[config.mk]
export PLATFORM = sky130hd
export DESIGN_NAME = mem_access_unit
export DESIGN_NICKNAME = d
export VERILOG_FILES = /design/src/rtl/mem_access_unit.sv
export SDC_FILE = /design/constraint.sdc
export NUM_CORES = 1
export LEC_CHECK = 0
export ABC_AREA = 1
export BUFFER_PORTS_ARGS = -buffer_cell sky130_fd_sc_hd__buf_2
export CAP_MARGIN = 20
export CORE_UTILIZATION = 40
export CTS_CLUSTER_DIAMETER = 80
export DETAILED_ROUTE_END_ITERATION = 10
export GPL_TIMING_DRIVEN = 0
export PLACE_DENSITY = 0.7
export RECOVER_POWER = 100
export REMOVE_ABC_BUFFERS = 1
export SYNTH_ARGS = -nofsm -noshare
export SYNTH_HDL_FRONTEND = slang
export SYNTH_SLANG_ARGS = --single-unit
[constraint.sdc]
create_clock -name clk -period 1.3 [get_ports clk]
set_input_delay 0.13 -clock clk [delete_from_list [all_inputs] [get_ports clk]]
set_output_delay 0.13 -clock clk [all_outputs]
set_load 0.02 [all_outputs]
[src/rtl/mem_access_unit.sv]
`default_nettype none
// ============================================================================
// Module   : mem_access_unit
// Brief    : RV32I MEM stage. Forms data-memory requests, runs the valid/ready
//            handshake, extends load data. Optional feature: MISALIGN_TRAP_EN.
// Revision : 1.0 - initial release
// ============================================================================
module mem_access_unit (
    input  logic        clk,
    input  logic        rst,
    input  logic        in_valid,
    input  logic [31:0] in_alu_result,
    input  logic [31:0] in_store_data,
    input  logic        in_mem_read,
    input  logic        in_mem_write,
    input  logic [2:0]  in_funct3,
    input  logic [4:0]  in_rd,
    input  logic        in_reg_write_en,
    input  logic [2:0]  in_wb_sel,
    output logic        stall,
    output logic        dmem_req_valid,
    input  logic        dmem_req_ready,
    output logic        dmem_req_we,
    output logic [31:0] dmem_req_addr,
    output logic [31:0] dmem_req_wdata,
    output logic [3:0]  dmem_req_wstrb,
    input  logic        dmem_rsp_valid,
    input  logic [31:0] dmem_rsp_rdata,
    output logic        out_valid,
    output logic [31:0] out_data,
    output logic [4:0]  out_rd,
    output logic        out_reg_write_en,
    output logic [2:0]  out_wb_sel,
    output logic        out_misalign
);

    typedef enum logic [1:0] {
        S_IDLE = 2'd0,
        S_REQ  = 2'd1,
        S_WAIT = 2'd2
    } state_t;

    state_t      r_state;
    state_t      w_state_next;

    logic        w_is_mem;
    logic        w_is_store;
    logic        w_mis;
    logic        w_trap;
    logic        w_accept;
    logic [3:0]  w_wstrb;
    logic [31:0] w_wdata;

    logic        r_we;
    logic [31:0] r_wdata;
    logic [3:0]  r_wstrb;
    logic [31:0] r_alu;
    logic [2:0]  r_funct3;
    logic [4:0]  r_rd;
    logic        r_rwe;
    logic [2:0]  r_wb_sel;

    // A request with both read and write set is a store.
    assign w_is_mem   = in_mem_read | in_mem_write;
    assign w_is_store = in_mem_write;

`ifdef MISALIGN_TRAP_EN
    logic w_half;
    logic w_word;

    always_comb begin
        w_half = (in_funct3 == 3'b001) || (!w_is_store && (in_funct3 == 3'b101));
        w_word = w_is_store ? (in_funct3[2] | in_funct3[1]) : in_funct3[1];
        w_mis  = (w_half && in_alu_result[0]) ||
                 (w_word && (in_alu_result[1:0] != 2'b00));
    end
`else
    assign w_mis = 1'b0;
`endif

    assign w_trap   = in_valid & w_is_mem & w_mis;
    assign w_accept = in_valid & w_is_mem & ~w_mis;

    // Store lane formation; offset bits below natural alignment are ignored.
    always_comb begin
        w_wstrb = 4'b1111;
        w_wdata = in_store_data;
        case (in_funct3)
            3'b000: begin
                w_wstrb = 4'b0001 << in_alu_result[1:0];
                w_wdata = {4{in_store_data[7:0]}};
            end
            3'b001: begin
                w_wstrb = in_alu_result[1] ? 4'b1100 : 4'b0011;
                w_wdata = {2{in_store_data[15:0]}};
            end
            default: ;
        endcase
        if (!w_is_store) begin
            w_wstrb = 4'b0000;
        end
    end

    function automatic logic [31:0] load_extend(input logic [2:0]  f3,
                                                input logic [1:0]  off,
                                                input logic [31:0] word);
        logic [7:0]  b;
        logic [15:0] h;
        case (off)
            2'd0:    b = word[7:0];
            2'd1:    b = word[15:8];
            2'd2:    b = word[23:16];
            default: b = word[31:24];
        endcase
        h = off[1] ? word[31:16] : word[15:0];
        case (f3)
            3'b000:  load_extend = {{24{b[7]}}, b};
            3'b001:  load_extend = {{16{h[15]}}, h};
            3'b100:  load_extend = {24'd0, b};
            3'b101:  load_extend = {16'd0, h};
            default: load_extend = word;
        endcase
    endfunction

    always_ff @(posedge clk) begin
        if (!rst) begin
            r_state <= S_IDLE;
        end else begin
            r_state <= w_state_next;
        end
    end

    always_comb begin
        w_state_next   = r_state;
        stall          = 1'b0;
        dmem_req_valid = 1'b0;
        case (r_state)
            S_IDLE: begin
                if (w_accept) begin
                    stall        = 1'b1;
                    w_state_next = S_REQ;
                end
            end
            S_REQ: begin
                stall          = 1'b1;
                dmem_req_valid = 1'b1;
                if (dmem_req_ready) begin
                    w_state_next = S_WAIT;
                end
            end
            S_WAIT: begin
                if (dmem_rsp_valid) begin
                    w_state_next = S_IDLE;
                end else begin
                    stall = 1'b1;
                end
            end
            default: w_state_next = S_IDLE;
        endcase
    end

    always_ff @(posedge clk) begin
        if (!rst) begin
            r_we             <= 1'b0;
            r_wdata          <= 32'd0;
            r_wstrb          <= 4'd0;
            r_alu            <= 32'd0;
            r_funct3         <= 3'd0;
            r_rd             <= 5'd0;
            r_rwe            <= 1'b0;
            r_wb_sel         <= 3'd0;
            out_valid        <= 1'b0;
            out_data         <= 32'd0;
            out_rd           <= 5'd0;
            out_reg_write_en <= 1'b0;
            out_wb_sel       <= 3'd0;
            out_misalign     <= 1'b0;
        end else begin
            out_valid <= 1'b0;
            case (r_state)
                S_IDLE: begin
                    if (w_accept) begin
                        r_we     <= w_is_store;
                        r_wdata  <= w_wdata;
                        r_wstrb  <= w_wstrb;
                        r_alu    <= in_alu_result;
                        r_funct3 <= in_funct3;
                        r_rd     <= in_rd;
                        r_rwe    <= in_reg_write_en;
                        r_wb_sel <= in_wb_sel;
                    end else if (in_valid) begin
                        // Non-memory op or trapped misaligned access.
                        out_valid        <= 1'b1;
                        out_data         <= in_alu_result;
                        out_rd           <= in_rd;
                        out_reg_write_en <= in_reg_write_en & ~w_trap;
                        out_wb_sel       <= in_wb_sel;
                        out_misalign     <= w_trap;
                    end
                end
                S_WAIT: begin
                    if (dmem_rsp_valid) begin
                        out_valid        <= 1'b1;
                        out_data         <= r_we ? r_alu
                                                 : load_extend(r_funct3, r_alu[1:0], dmem_rsp_rdata);
                        out_rd           <= r_rd;
                        out_reg_write_en <= r_rwe;
                        out_wb_sel       <= r_wb_sel;
                        out_misalign     <= 1'b0;
                    end
                end
                default: ;
            endcase
        end
    end

    assign dmem_req_we    = r_we;
    assign dmem_req_addr  = {r_alu[31:2], 2'b00};
    assign dmem_req_wdata = r_wdata;
    assign dmem_req_wstrb = r_wstrb;

endmodule
`default_nettype wire

After elaboration in Yosys (flattened, before gate mapping):

Index checks and enable logic that the tools add are counted.

* logic and storage cells: 79
* bits in registers: 126
* input bits: 115

* reductions and logical operators: 8
* shifts and indexed selects: 1
* eq/ne operators: 13
* bitwise logic cells: 2
* mux-type cells: 40

Operators with widths (count)
* 32-bit 2-to-1 mux: 4
* 32-bit one-hot mux with 2 select lines: 2
* 32-bit one-hot mux with 4 select lines: 1
* 8-bit one-hot mux with 3 select lines: 1
* 16-bit 2-to-1 mux: 1
* 5-bit 2-to-1 mux: 3
* 1-bit 2-to-1 mux: 12
* 2-bit inequality test (second input constant): 5
* 5-bit one-hot mux with 2 select lines: 1
* 3-bit 2-to-1 mux: 3
* 4-bit 2-to-1 mux: 2
* 4-bit one-hot mux with 2 select lines: 1
* 3-bit by 1-bit equality test with 1-bit output (second input constant): 2
* 3-bit equality test (second input constant): 2
* 3-bit logical NOT: 2
* 2-bit 2-to-1 mux: 3
* 1-bit one-hot mux with 2 select lines: 3
* 2-bit one-hot mux with 3 select lines: 1
* 3-bit one-hot mux with 2 select lines: 1
* 2-bit by 1-bit equality test with 1-bit output (second input constant): 2
* 2-bit equality test (second input constant): 2
* 2-bit logical NOT: 2
* 4-bit AND reduction: 1
* 1-bit by 2-bit << shifter with 4-bit output (first input constant): 1
* 6 further kinds: 6

Logic depth before layout (Yosys ltp):

* depth in word-level cells: 6
* depth in mapped cells: 9

Worst setup path after synthesis:

Ideal clock, no wire load.

* kind: register -> output
* from: register r_state[0]
* to: output stall
* setup slack: -39 ps
* path buffers: 2
* cell stages (with the launch flop): 8
* required time: 1170 ps
* data arrival time: 1209 ps
* path through: dfxtp_1 > nor2_1 > nand2_1 > nor2_4 > inv_2 > buf_2 > buf_2 > nand3_1

* word-level cells in the longest chain between the ends: 2
* elaborated cells on any way between the ends: 4
* those cells by class: 2 x eq/ne; 1 x mux; 1 x reduce/logical

Ends and longest elaborated chain
* from (decl): line 43 `state_t r_state;`
* from (signal assigned): line 129 `r_state <= w_state_next;`
* 2-bit equality test, or another cell as far along: line 137 `case (r_state)`
* 1-bit one-hot mux with 3 select lines (*): line 137
* to (decl): line 20 `output logic stall,`

Mark *: on every way between the ends. The rest lies on a longest branch, timed or not.

Worst setup path after layout:

* from: register r_state[0]
* to: register out_data[12]

* word-level cells in the longest chain between the ends: 3
* elaborated cells on any way between the ends: 8
* those cells by class: 4 x eq/ne; 1 x mux; 3 x reduce/logical

Ends and longest elaborated chain
* 2-bit equality test / 2-bit logical NOT (equally long branches): line 180 `case (r_state)`
* 2-bit inequality test (no line) / 2-bit nonzero test (equally long branches)
* 4-bit AND reduction (no line)
* to (signal assigned): line 194 `out_data <= in_alu_result;`
* to (signal assigned): line 204 `out_data <= r_we ? r_alu`
* to (decl): line 30 `output logic [31:0] out_data,`

Several ways; a longest one is shown, not always the timed one.
A chain may end at the register's enable or synchronous reset.

==> reports/qor.yml <==
global_route:
  grt_pass1_wl_um: 40300
  grt_pass1_vias: 7449
  grt_max_degree: 67
  antenna_found_initial: 2
  grt_usage_pct: 32.96
  globalRouteOverflowTotal: 0
synth:
  synth_warnings: 0
  ys_types: 25
  ys_top_cells_by_count: "a21oi_1 (180), nand2_1 (156), o21ai_0 (128)"
  synth_cells: 874
  ys.flop_type: "dfxtp_1"
  synth_most_common_cell: "a21oi_1"
  yosys.area.top_type: "dfxtp_1"
  synth-seq-cells: 125
  ys_top_cells_by_area: "dfxtp_1 (41%), a21oi_1 (15%), o21ai_0 (10%), nand2_1 (9.6%), buf_4 (4.4%)"
  netlist_area_um2: 6130
  ys_seq_area_share_pct: 40.82
  syn_area_per_cell_um2: 7.013
  async_flop_share_pct: 0
  synth-edff-count: 0
  yosysTopAreaCellShare_pct: 40.82
pwr:
  cellLeakagePower_nw: 4.080
  ir_worst_vdd_mv: 1.232
  power.share.combinational_pct: 26.1
  internal_power_mw: 8.795
  total_power_mw: 12.99
  pwr_density_cell_nw_per_um2: 1286
  p_clk_share_pct: 40.1
  swShare_pct: 32.28
  netSwitchingPower_mw: 4.192
  seqPwrFrac_pct: 33.8
critical_path:
  endpoint_kind: "flip-flop"
  critPathSlowestCell: "dfxtp_4"
  cp.required_ns: 1.60
  cp_slowest_stage_delay_ns: 0.36
  worstSetupPathType: "flip-flop to flip-flop"
  critPathMaxFanout: 8
  cp.arrival_ns: 2.03
  crit_top_cell: "clkinvlp_4"
  critPathLaunchType: "flip-flop"
  path_cells: "clkinvlp_4, nand2_8, buf_16, clkinvlp_4, nand2_4, nand2_8, clkinvlp_4, buf_12, buf_12, a21oi_2, a21oi_2"
routing:
  dr.first_iter.drc_count: 586
  drc_errors: 0
  wire_per_inst_um: 20.11
  wirelength_um: 27210
  detail-route-antenna-nets: 0
  vias: 7576
  first_pass_iters: 5
  viasPerCell: 5.599
timing:
  drv_slew: 0
  fin_crit_sh_pct: 132.5
  hold_ws_ns: -0.001605
  grt_setup_unrepaired: "true"
  finalCriticalPeriod_ns: 1.722
  fmax_ghz: 0.5806
  worstMarginPinSlew_ns: 0.5324
  setup_viol: 125
  skew_ns: 0.006425
  relSlewSlack_pct: 64.51
  hold_viol: 1
  fin_ws_ns: -0.4224
finish:
  area_growth_pct: 64.71
  postLayoutCellArea_um2: 10100
  fillers: 1203
  layout-drive-gt1-share_pct: 34.31
  fin_util_pct: 68.43
  fin_nets: 1268
  regArea_um2: 2520
  multi_input_area_um2: 3711
cts:
  clkLatencyLatePin_ns: 0.42
  cts_sinks: 125
  cts_tree: "yes"
  cts_max_path_buffers: 2
  cts-htree-levels: 4
  cts_buffers: 17
  cts-root-buf: "clkbuf_16"
  clk_pin_slew_ns: 0.06
die:
  die_h_um: 125.8
  die_w_um: 125.8
  initial_core_util_pct: 41.55
  row_count: 44
  ioPinCount: 229
  core-area_um2: 14750
  dieArea_um2: 15820
outcome:
  violations: "hold timing, setup timing"
  status: "complete, but fails checks"
min_path:
  hold_class: "input port to flip-flop"
job:
  drv_cap: 0
place:
  place_hpwl_um: 12520
  gp_congestion: 0.8139
  io_buffers: 225
  dp_slack_ns: -2.352
  place_area_um2: 7103
cells by family (layout without fill, tap and decap cells):
logic type / after synthesis / in the layout / synth area share [%]
simple gates: 243 / 248 / 17.39
buf+inv: 159 / 444 / 12.49
compound gates: 346 / 346 / 29.23
other cells: 1 / 6 / 0.06118
flops: 125 / 125 / 40.82
per-stage QoR:
stage	cells	setup TNS [ns]
detailed placement	1193	-145.11
global route	1351	-43.58
CTS	1345	-33.22
floorplan	778	-150.70
global placement	1187	-324.91
finish	1353	-37.22
critical path: cells and delay by family (launching register included):
kind / cells / cell delay [ns]
buffers and inverters: 6 / 0.77
flip-flops: 1 / 0.36
AND/OR/NAND/NOR: 3 / 0.26
AO/OA/AOI/OAI: 2 / 0.19
layout make-up:
class	instances	share of cell area [%]
Multi-Input combinational cell	597	36.76
Timing Repair Buffer	343	25.54
Sequential cell	125	24.96
Clock buffer	20	4.523
Inverter	61	2.603
Tap cell	184	2.280
Clock inverter	12	1.822
Timing Repair inverter	8	1.438
Antenna cell	3	0.07436
cell usage in the layout (no fill, tap or decap), types with 4 or more instances in the layout:
master	n
dfxtp_4	4
a21oi_2	65
clkbuf_1	109
inv_1	52
inv_16	5
nand3_1	12
buf_4	18
nand2_4	4
o211ai_1	7
nand4_1	8
a21oi_4	14
buf_2	114
nor2_4	9
nand3_2	12
nor2_2	5
clkbuf_16	18
o21ai_0	67
clkinvlp_4	6
bufinv_16	4
inv_12	4
dfxtp_1	119
nor2_1	36
o21ai_1	13
buf_8	5
buf_16	8
buf_6	7
o21ai_2	47
buf_12	18
nand2_8	5
a21oi_1	102
dlygate4sd3_1	61
a31oi_1	27
nand2_1	149
per-layer routing:
layer	share of wire (%)	up-vias	global-route usage, %	wire [um]
li1	-	3516	-	-
met1	41	3569	40.05	11090
met2	48	410	54.58	13030
met3	8.2	81	9.346	2222
met4	3.2	0	14.03	869
met5	0	-	0	0
power by group through the flow:
stage                     Clock [mW]  Sequential, mW  Combinational (mW)
after floorplan                    0            4.76               0.929
after global placement             0            4.45                2.09
after detailed placement           0            4.41                2.19
after CTS                       5.25            4.36                3.26
after global routing            5.42            4.42                3.59
final                           5.21            4.39                3.39
worst paths after layout:
path,cells past startpoint,to,slack (ns),from
max,11,out_data[12]$_SDFFE_PN0P_,-0.42,r_state[0]$_SDFFE_PN0P_
min,3,out_data[8]$_SDFFE_PN0P_,-0.002,in_alu_result[8]
max reg2reg,11,out_data[12]$_SDFFE_PN0P_,-0.42,r_state[0]$_SDFFE_PN0P_
min reg2reg,2,dmem_req_wstrb[3]$_SDFFE_PN0P_,0.47,dmem_req_wstrb[3]$_SDFFE_PN0P_
registers in the layout, indices dropped and copies added, names as in the netlist:
signal and count:
r_alu 32, out_rd 5, dmem_req_wstrb 4, out_data 32, out_reg_write_en 1, r_rwe 1, dmem_req_wdata 32, out_wb_sel 3
r_rd 5, dmem_req_we 1, r_wb_sel 3, r_state 2, r_funct3 3, out_valid 1
what timing repair did:
| item | CTS | global route |
|---|---|---|
| endpoints found under the setup margin | 127 | 126 |
| hold buffers | 59 | 2 |
| endpoints found under the hold margin | 70 | 2 |
| cloned | 25 | 1 |
| pin swaps | 72 | 28 |
| setup buffers | 37 | 10 |
| gates resized for setup | 250 | 80 |
(Power assumes the default switching activity.)
